`src/rtl/adsr_poly.sv`:
```
// adsr_poly: time-multiplexed ADSR envelope generator for VOICES voices.
// One shared datapath services voice 0..VOICES-1, one per cycle, after each
// accepted sample strobe; per-voice stage and level live in state arrays.
// Optional feature macro: ADSR_POLY_VELOCITY_EN (per-voice 8-bit velocity
// scaling of out, one extra output pipeline stage).
// Ports:
//   clk, reset (async, active low)
//   bus          : adsr_poly_if.master (sample_strobe in; out/out_voice/out_valid)
//   attack_time, decay_time, release_time : per-sample level steps (>= 0)
//   sustain      : sustain level, 0..1.0
//   gate         : per-voice gate
//   velocity     : per-voice 8-bit velocity (only with ADSR_POLY_VELOCITY_EN)
//   active       : bit v high while voice v is not IDLE
//   busy         : sweep in progress
//   overrun      : sticky, strobe arrived while busy
package mypackage;
    localparam int AMPLITUDE_BITS = 16;
    typedef logic [AMPLITUDE_BITS-1:0] amplitude;
endpackage

module adsr_poly
    import mypackage::*;
#(
    parameter int VOICES          = 8,
    parameter int TOTAL_BITS      = 48,
    parameter int FRACTIONAL_BITS = 32
) (
    input  logic                         clk,
    input  logic                         reset,
    adsr_poly_if.master                  bus,
    input  logic signed [TOTAL_BITS-1:0] attack_time,
    input  logic signed [TOTAL_BITS-1:0] decay_time,
    input  logic signed [TOTAL_BITS-1:0] release_time,
    input  logic signed [TOTAL_BITS-1:0] sustain,
    input  logic [VOICES-1:0]            gate,
`ifdef ADSR_POLY_VELOCITY_EN
    input  logic [VOICES*8-1:0]          velocity,
`endif
    output logic [VOICES-1:0]            active,
    output logic                         busy,
    output logic                         overrun
);
    localparam int VW = (VOICES > 1) ? $clog2(VOICES) : 1;
    localparam int TB = TOTAL_BITS;
    localparam int FB = FRACTIONAL_BITS;
    localparam int AB = AMPLITUDE_BITS;
`ifdef ADSR_POLY_VELOCITY_EN
    localparam int STAGES = 2;
`else
    localparam int STAGES = 1;
`endif
    localparam logic [TB:0] ONE = {{TB{1'b0}}, 1'b1} << FB;

    typedef enum logic [2:0] {IDLE, ATTACK, DECAY, SUSTAIN, RELEASE} stage_t;
    typedef struct packed {
        stage_t        stage;
        logic [TB-1:0] level;
    } voice_t;
    typedef enum logic {SW_IDLE, SW_RUN} sweep_t;

    // ---------------- sweep sequencer ----------------
    sweep_t          sw_q, sw_d;
    logic [VW-1:0]   idx_q, idx_d;
    logic [STAGES:0] vld_pipe;   // [0] = service cycle, [STAGES] = out_valid
    logic            svc;

    assign svc           = (sw_q == SW_RUN);
    assign busy          = |vld_pipe;
    assign bus.out_valid = vld_pipe[STAGES];

    always_ff @(posedge clk or negedge reset) begin
        if (!reset) begin
            sw_q     <= SW_IDLE;
            idx_q    <= '0;
            vld_pipe <= '0;
            overrun  <= 1'b0;
        end else begin
            sw_q     <= sw_d;
            idx_q    <= idx_d;
            vld_pipe <= {vld_pipe[STAGES-1:0], sw_d == SW_RUN};
            if (bus.sample_strobe && busy)
                overrun <= 1'b1;
        end
    end

    // busy covers the trailing output cycles too, so a strobe is only taken
    // once the previous sweep has fully drained.
    always_comb begin
        sw_d  = sw_q;
        idx_d = idx_q;
        case (sw_q)
            SW_IDLE: if (bus.sample_strobe && !busy) begin
                sw_d  = SW_RUN;
                idx_d = '0;
            end
            SW_RUN: begin
                if (idx_q == VW'(VOICES - 1))
                    sw_d = SW_IDLE;
                else
                    idx_d = idx_q + VW'(1);
            end
            default: sw_d = SW_IDLE;
        endcase
    end

    // ---------------- per-voice state ----------------
    voice_t vs [VOICES];
    voice_t cur, nxt;
    stage_t eff;
    logic   g;
    logic [TB:0] sum, dif_d, dif_r;
    amplitude    amp_n;
`ifdef ADSR_POLY_VELOCITY_EN
    logic [7:0] vel_q [VOICES];
    logic [7:0] vel_n;
`endif

    // Shared datapath: gate override first, then the step of the resulting
    // stage, so entering ATTACK/RELEASE applies that stage's step this service.
    // Arithmetic is one bit wider than the level so nothing wraps.
    always_comb begin
        cur = vs[idx_q];
        g   = gate[idx_q];
        eff = cur.stage;
        case (cur.stage)
            IDLE, RELEASE:          if (g)  eff = ATTACK;
            ATTACK, DECAY, SUSTAIN: if (!g) eff = RELEASE;
            default:                eff = IDLE;
        endcase
        sum   = {1'b0, cur.level} + {1'b0, attack_time};
        dif_d = {1'b0, cur.level} - {1'b0, decay_time};
        dif_r = {1'b0, cur.level} - {1'b0, release_time};
        nxt       = cur;
        nxt.stage = eff;
        case (eff)
            ATTACK: begin
                if (sum >= ONE) begin
                    nxt.level = ONE[TB-1:0];
                    nxt.stage = DECAY;
                end else
                    nxt.level = sum[TB-1:0];
            end
            DECAY: begin
                if ($signed(dif_d) <= $signed({sustain[TB-1], sustain})) begin
                    nxt.level = sustain;
                    nxt.stage = SUSTAIN;
                end else
                    nxt.level = dif_d[TB-1:0];
            end
            SUSTAIN: nxt.level = sustain;   // follows live sustain changes
            RELEASE: begin
                if ($signed(dif_r) <= $signed({(TB+1){1'b0}})) begin
                    nxt.level = '0;
                    nxt.stage = IDLE;
                end else
                    nxt.level = dif_r[TB-1:0];
            end
            default: nxt = cur;
        endcase
        // 1.0 has no representation in the fraction field: saturate.
        amp_n = (|nxt.level[TB-1:FB]) ? '1 : nxt.level[FB-1 -: AB];
`ifdef ADSR_POLY_VELOCITY_EN
        vel_n = ((cur.stage == IDLE || cur.stage == RELEASE) && g)
              ? velocity[{idx_q, 3'b000} +: 8] : vel_q[idx_q];
`endif
    end

    always_ff @(posedge clk or negedge reset) begin
        if (!reset) begin
            for (int i = 0; i < VOICES; i++) begin
                vs[i] <= '0;
`ifdef ADSR_POLY_VELOCITY_EN
                vel_q[i] <= '0;
`endif
            end
            active <= '0;
        end else if (svc) begin
            vs[idx_q]     <= nxt;
            active[idx_q] <= (nxt.stage != IDLE);
`ifdef ADSR_POLY_VELOCITY_EN
            vel_q[idx_q]  <= vel_n;
`endif
        end
    end

    // ---------------- output stage(s) ----------------
`ifdef ADSR_POLY_VELOCITY_EN
    amplitude      amp_q;
    logic [7:0]    velp_q;
    logic [VW-1:0] voice_q;
    logic [AB+8:0] prod;

    assign prod = (AB+9)'(amp_q) * (AB+9)'({1'b0, velp_q} + 9'd1);

    always_ff @(posedge clk or negedge reset) begin
        if (!reset) begin
            amp_q         <= '0;
            velp_q        <= '0;
            voice_q       <= '0;
            bus.out       <= '0;
            bus.out_voice <= '0;
        end else begin
            if (svc) begin
                amp_q   <= amp_n;
                velp_q  <= vel_n;
                voice_q <= idx_q;
            end
            if (vld_pipe[1]) begin
                bus.out       <= prod[AB+7:8];
                bus.out_voice <= voice_q;
            end
        end
    end
`else
    always_ff @(posedge clk or negedge reset) begin
        if (!reset) begin
            bus.out       <= '0;
            bus.out_voice <= '0;
        end else if (svc) begin
            bus.out       <= amp_n;
            bus.out_voice <= idx_q;
        end
    end
`endif
endmodule

```
`src/rtl/adsr_poly_if.sv`:
```
// adsr_poly_if: sample-strobe / result-stream bundle for adsr_poly.
//   master (envelope generator): takes sample_strobe, drives out/out_voice/out_valid
//   slave  (sequencer + VCA side): drives sample_strobe, takes the result stream
//   sample_strobe : one-cycle pulse per audio sample, starts a sweep
//   out           : amplitude of voice out_voice
//   out_voice     : voice index of out
//   out_valid     : out/out_voice valid this cycle
interface adsr_poly_if #(
    parameter int VOICES         = 8,
    parameter int AMPLITUDE_BITS = 16
);
    localparam int VW = (VOICES > 1) ? $clog2(VOICES) : 1;

    logic                      sample_strobe;
    logic [AMPLITUDE_BITS-1:0] out;
    logic [VW-1:0]             out_voice;
    logic                      out_valid;

    modport master (input sample_strobe, output out, output out_voice, output out_valid);
    modport slave  (output sample_strobe, input out, input out_voice, input out_valid);
endinterface

```
`src/flat_wrapper.sv`:
```
// flat-port wrapper written by rule: the top's interface ports become plain ports
module adsr_poly_flat import mypackage::*;
#(
    parameter int VOICES          = 8,
    parameter int TOTAL_BITS      = 48,
    parameter int FRACTIONAL_BITS = 32
)
  (clk, reset, attack_time, decay_time, release_time, sustain, gate, active, busy, overrun, bus_sample_strobe, bus_out, bus_out_voice, bus_out_valid);
  adsr_poly_if #(.VOICES(VOICES)) bus_i ();
  input  logic clk;
  input  logic reset;
  input  logic signed [TOTAL_BITS-1:0] attack_time;
  input  logic signed [TOTAL_BITS-1:0] decay_time;
  input  logic signed [TOTAL_BITS-1:0] release_time;
  input  logic signed [TOTAL_BITS-1:0] sustain;
  input  logic [VOICES-1:0] gate;
  output logic [VOICES-1:0] active;
  output logic busy;
  output logic overrun;
  input wire logic [$bits(bus_i.sample_strobe)-1:0] bus_sample_strobe;
  output wire logic [$bits(bus_i.out)-1:0] bus_out;
  output wire logic [$bits(bus_i.out_voice)-1:0] bus_out_voice;
  output wire logic [$bits(bus_i.out_valid)-1:0] bus_out_valid;
  assign bus_i.sample_strobe = bus_sample_strobe;
  assign bus_out = bus_i.out;
  assign bus_out_voice = bus_i.out_voice;
  assign bus_out_valid = bus_i.out_valid;
  adsr_poly #(.VOICES(VOICES), .TOTAL_BITS(TOTAL_BITS), .FRACTIONAL_BITS(FRACTIONAL_BITS)) u_core (.clk(clk), .reset(reset), .bus(bus_i), .attack_time(attack_time), .decay_time(decay_time), .release_time(release_time), .sustain(sustain), .gate(gate), .active(active), .busy(busy), .overrun(overrun));
endmodule
```
`config.mk`:
```
export PLATFORM = sky130hd
export DESIGN_NAME = adsr_poly_flat
export DESIGN_NICKNAME = d
export VERILOG_FILES = /design/src/rtl/adsr_poly.sv /design/src/rtl/adsr_poly_if.sv /design/src/flat_wrapper.sv
export SDC_FILE = /design/constraint.sdc
export NUM_CORES = 1
export LEC_CHECK = 0
export BUFFER_PORTS_ARGS = -buffer_cell sky130_fd_sc_hd__buf_2
export CORE_MARGIN = 4
export CORE_UTILIZATION = 40
export CTS_BUF_LIST = sky130_fd_sc_hd__clkbuf_8
export DETAILED_ROUTE_END_ITERATION = 8
export HOLD_SLACK_MARGIN = 0.12
export PLACE_DENSITY = 0.59
export SYNTH_ARGS = -nofsm -noshare
export SYNTH_HDL_FRONTEND = slang
export SYNTH_SLANG_ARGS = --single-unit
```
`constraint.sdc`:
```
create_clock -name clk -period 9.3 [get_ports clk]
set_input_delay 2.79 -clock clk [delete_from_list [all_inputs] [get_ports clk]]
set_output_delay 2.79 -clock clk [all_outputs]
set_load 0.02 [all_outputs]
```
==> impl_metrics.csv <==
group,metric,value,unit
sta,maxSlewHeadroom,0.192,
yosys,synth.area.top_cells,"dfrtp_1 34%, nand2_1 8.8%, ha_1 7.5%",
cells_and_area,fillCellCount,8036,
sta,max_freq,0.115,GHz
setup_path,crit_cells,27,
setup_path,crit_required,9.74,ns
floorplan,die_w,293,µm
yosys,synth_top_area_share,0.339,
cells_and_area,fin_cells,5096,
floorplan,floorplan.initialDensity,0.404,
place,io_buffers,232,
cells_and_area,stdcell_area,36200,µm²
detailed_routing,viasPerCell,5.93,
place,dp_cells,4963,
global_route,grt_pass1_vias,29385,
sta,worst_hold_slack,0.462,ns
detailed_routing,final_antenna_net_count,0,
setup_path,crit_path_top_delay_cell,"o31ai_1",
detailed_routing,wl_per_cell,24.3,µm
job,cap_violations,0,
floorplan,io_pins,233,
yosys,ys_types,105,
setup_path,rr_endpoint,"u_core.bus.out[9]",
sta,slew_violations,0,
place,place_ws,-0.214,ns
sta,setup_viol,0,
sta,finalCritPeriodShare,0.937,
yosys,ys_async_sr_fraction,1.00,
hold_path,min_path_type,"flop to flop",
setup_path,reg2reg_depth,29,
yosys,synth_top_family_by_area,"compound AO/OA/AOI/OAI gates",
sta,fin_skew,0.0301,ns
yosys,syn_nets,4213,
clock_network,clock-root-buffer,"clkbuf_8",
setup_path,path_class,"input port to flop",
clock_network,clock_latency,0.65,ns
setup_path,cp_num_buf_inv,5,
setup_path,start_kind,"input port",
sta,hold_viol_final,0,
yosys,syn_area,32500,µm²
outcome,outcome,"complete, no violations",
sta,period_minus_slack,8.71,ns
detailed_routing,num_vias,30195,
setup_path,worstSetupEndpointType,"flop",
setup_path,reg2reg_from,"u_core.idx_q[0]",
detailed_routing,wirelength,124000,µm
sta,rsz0062_at_grt,"no",
yosys,seq_area_frac_synth,0.339,
yosys,ys.flop_type,"dfrtp_1",
global_route,grtUsageTotal,0.280,
detailed_routing,drt-initial-drc-count,2806,
cells_and_area,syn2layout_area_growth,11.3,%
clock_network,cts_sinks,441,
setup_path,critPathMaxStageDelay,0.54,ns
clock_network,cts_htree_levels,3,
place,dp_hpwl,93500,µm
yosys,ys_warn_count,0,
floorplan,rows,104,
place,placed_area,34700,µm²
floorplan,die_area,86000,µm²
clock_network,tritoncts,"built",
yosys,synth_edf_count,0,
detailed_routing,drc_errors,0,
global_route,grt-ovfl-total,0,
place,gp_congestion,0.990,
floorplan,fp.coreArea,80500,µm²
setup_path,crit_arrival,9.15,ns
clock_network,clockBufferDepth,3,
yosys,synth-seq-cells,441,
global_route,grt_pass1_wl,184000,µm
setup_path,critPathCapture,"u_core.bus.out[9]",
setup_path,crit_family,"compound AO/OA/AOI/OAI gates",
cells_and_area,drive_above_1_share,0.155,
yosys,yosys.area_share.xor_xnor,0.0299,
global_route,grt_max_degree,161,
setup_path,crit_path_max_fanout,16,
cells_and_area,layout_common_cells,"757 x nand2_1, 438 x dfrtp_1, 434 x o21ai_0",
yosys,syn_inst,3812,
global_route,grt_antenna_before_repair,5,
yosys,synth_fa_ha_area_frac,0.0768,
sta,final.setup.worst_slack,0.590,ns
setup_path,r2r_slack,0.66,ns
yosys,synth.area.mux_share,0.0783,
detailed_routing,dr.pass1.iters,8,
sta,worst_pin_slew,1.21,ns
cells_and_area,nNetsFinal,4380,
yosys,postSynthAreaPerCell,8.54,µm²
clock_network,clkTransAtPathRegs,0.08,ns
cells_and_area,final_common_cell,"nand2_1",
clock_network,cts_buffers,73,
yosys,synth_simple_gate_area_frac,0.177,
yosys,synth_largest_area_cell,"dfrtp_1",
yosys,synth_compound_area_frac,0.237,
floorplan,fp.dieH,293,µm
setup_path,cp-startpoint,"decay_time[11]",
-- registers in the layout (all words and copies together), names as in the netlist --
signal and cells:
u_core.vs 408, u_core.bus.out 16, u_core.active 8, u_core.bus.out_voice 3
u_core.idx_q 3, u_core.vld_pipe 2, u_core.overrun 1
-- worst min path at each step --
stage | slack [ns] | from | end | depth (start not counted)
floorplan | 0.41 | u_core.vld_pipe[0] | u_core.vld_pipe[1] | 0
global placement | 0.44 | u_core.overrun | u_core.overrun | 1
detailed placement | 0.45 | u_core.overrun | u_core.overrun | 1
CTS | 0.47 | u_core.overrun | u_core.overrun | 1
global route | 0.49 | u_core.vs[5] | u_core.vs[5] | 2
finish | 0.46 | u_core.overrun | u_core.overrun | 1
-- through the flow --
stage	util	setup TNS (ns)
global route	0.449	0
finish	0.450	0
CTS	0.449	0
global placement	0.431	-1.60
floorplan	-	0
detailed placement	0.431	-3.18
-- timing repair --
action | 4_1_cts | 5_1_grt
endpoints found under the setup margin | 0 | 16
gates resized for setup | 0 | 0
buffers inserted | 0 | 1
hold buffers | 0 | 0
endpoints found under the hold margin | 0 | 0
-- layer usage --
layer  share of wire  vias to the layer above  wire length [µm]  GRT usage
met5         0.00010                        -                13          0
met4           0.047                        2              5870      0.119
met3           0.064                      237              8000     0.0361
met2            0.45                     1161             55600      0.444
met1            0.44                    14640             54600      0.388
li1                -                    14155                 -          -
-- final cells by class --
class	count	area, µm²	area share
inverter	195	732	0.0202
clock inverter	34	223	0.00615
sequential	441	11000	0.305
multi-input combinational	2938	19600	0.541
tap	1060	1330	0.0366
clock buffer	94	1290	0.0357
antenna	4	10.0	0.000276
timing repair buffer	330	1980	0.0547
-- kinds of logic after synthesis --
group | count (synthesis)
AND/OR/NAND/NOR | 1311
AO/OA/AOI/OAI | 1195
flip-flops | 441
buffers and inverters | 433
adder cells (fa/ha/maj) | 198
multiplexers | 123
XOR/XNOR | 111
-- worst reg2reg max path: cells and delay by family, from the launching register on --
| kind | cells | cell delay, ns |
|---|---|---|
| compound gates | 11 | 3.13 |
| simple gates | 10 | 1.88 |
| buf+inv | 4 | 1.11 |
| flops | 1 | 0.75 |
| fa+ha+maj | 2 | 0.74 |
| mux | 1 | 0.64 |
| xor+xnor | 1 | 0.16 |
-- Yosys cell counts (31+ instances only) --
master,number
nand2_1,760
o31ai_1,130
xnor2_1,64
a21o_1,39
xor2_1,47
nand3_1,46
inv_1,194
a211oi_1,31
ha_1,195
mux4_2,104
clkbuf_1,157
o21a_1,34
nor2_1,210
a21oi_1,252
o21ai_0,434
o211ai_1,31
nand4_1,70
nor3_1,52
dfrtp_1,441
Power is left out: the tool's default activity adds up to more than one toggle a clock period on the data nets, which glitch-free logic cannot reach.
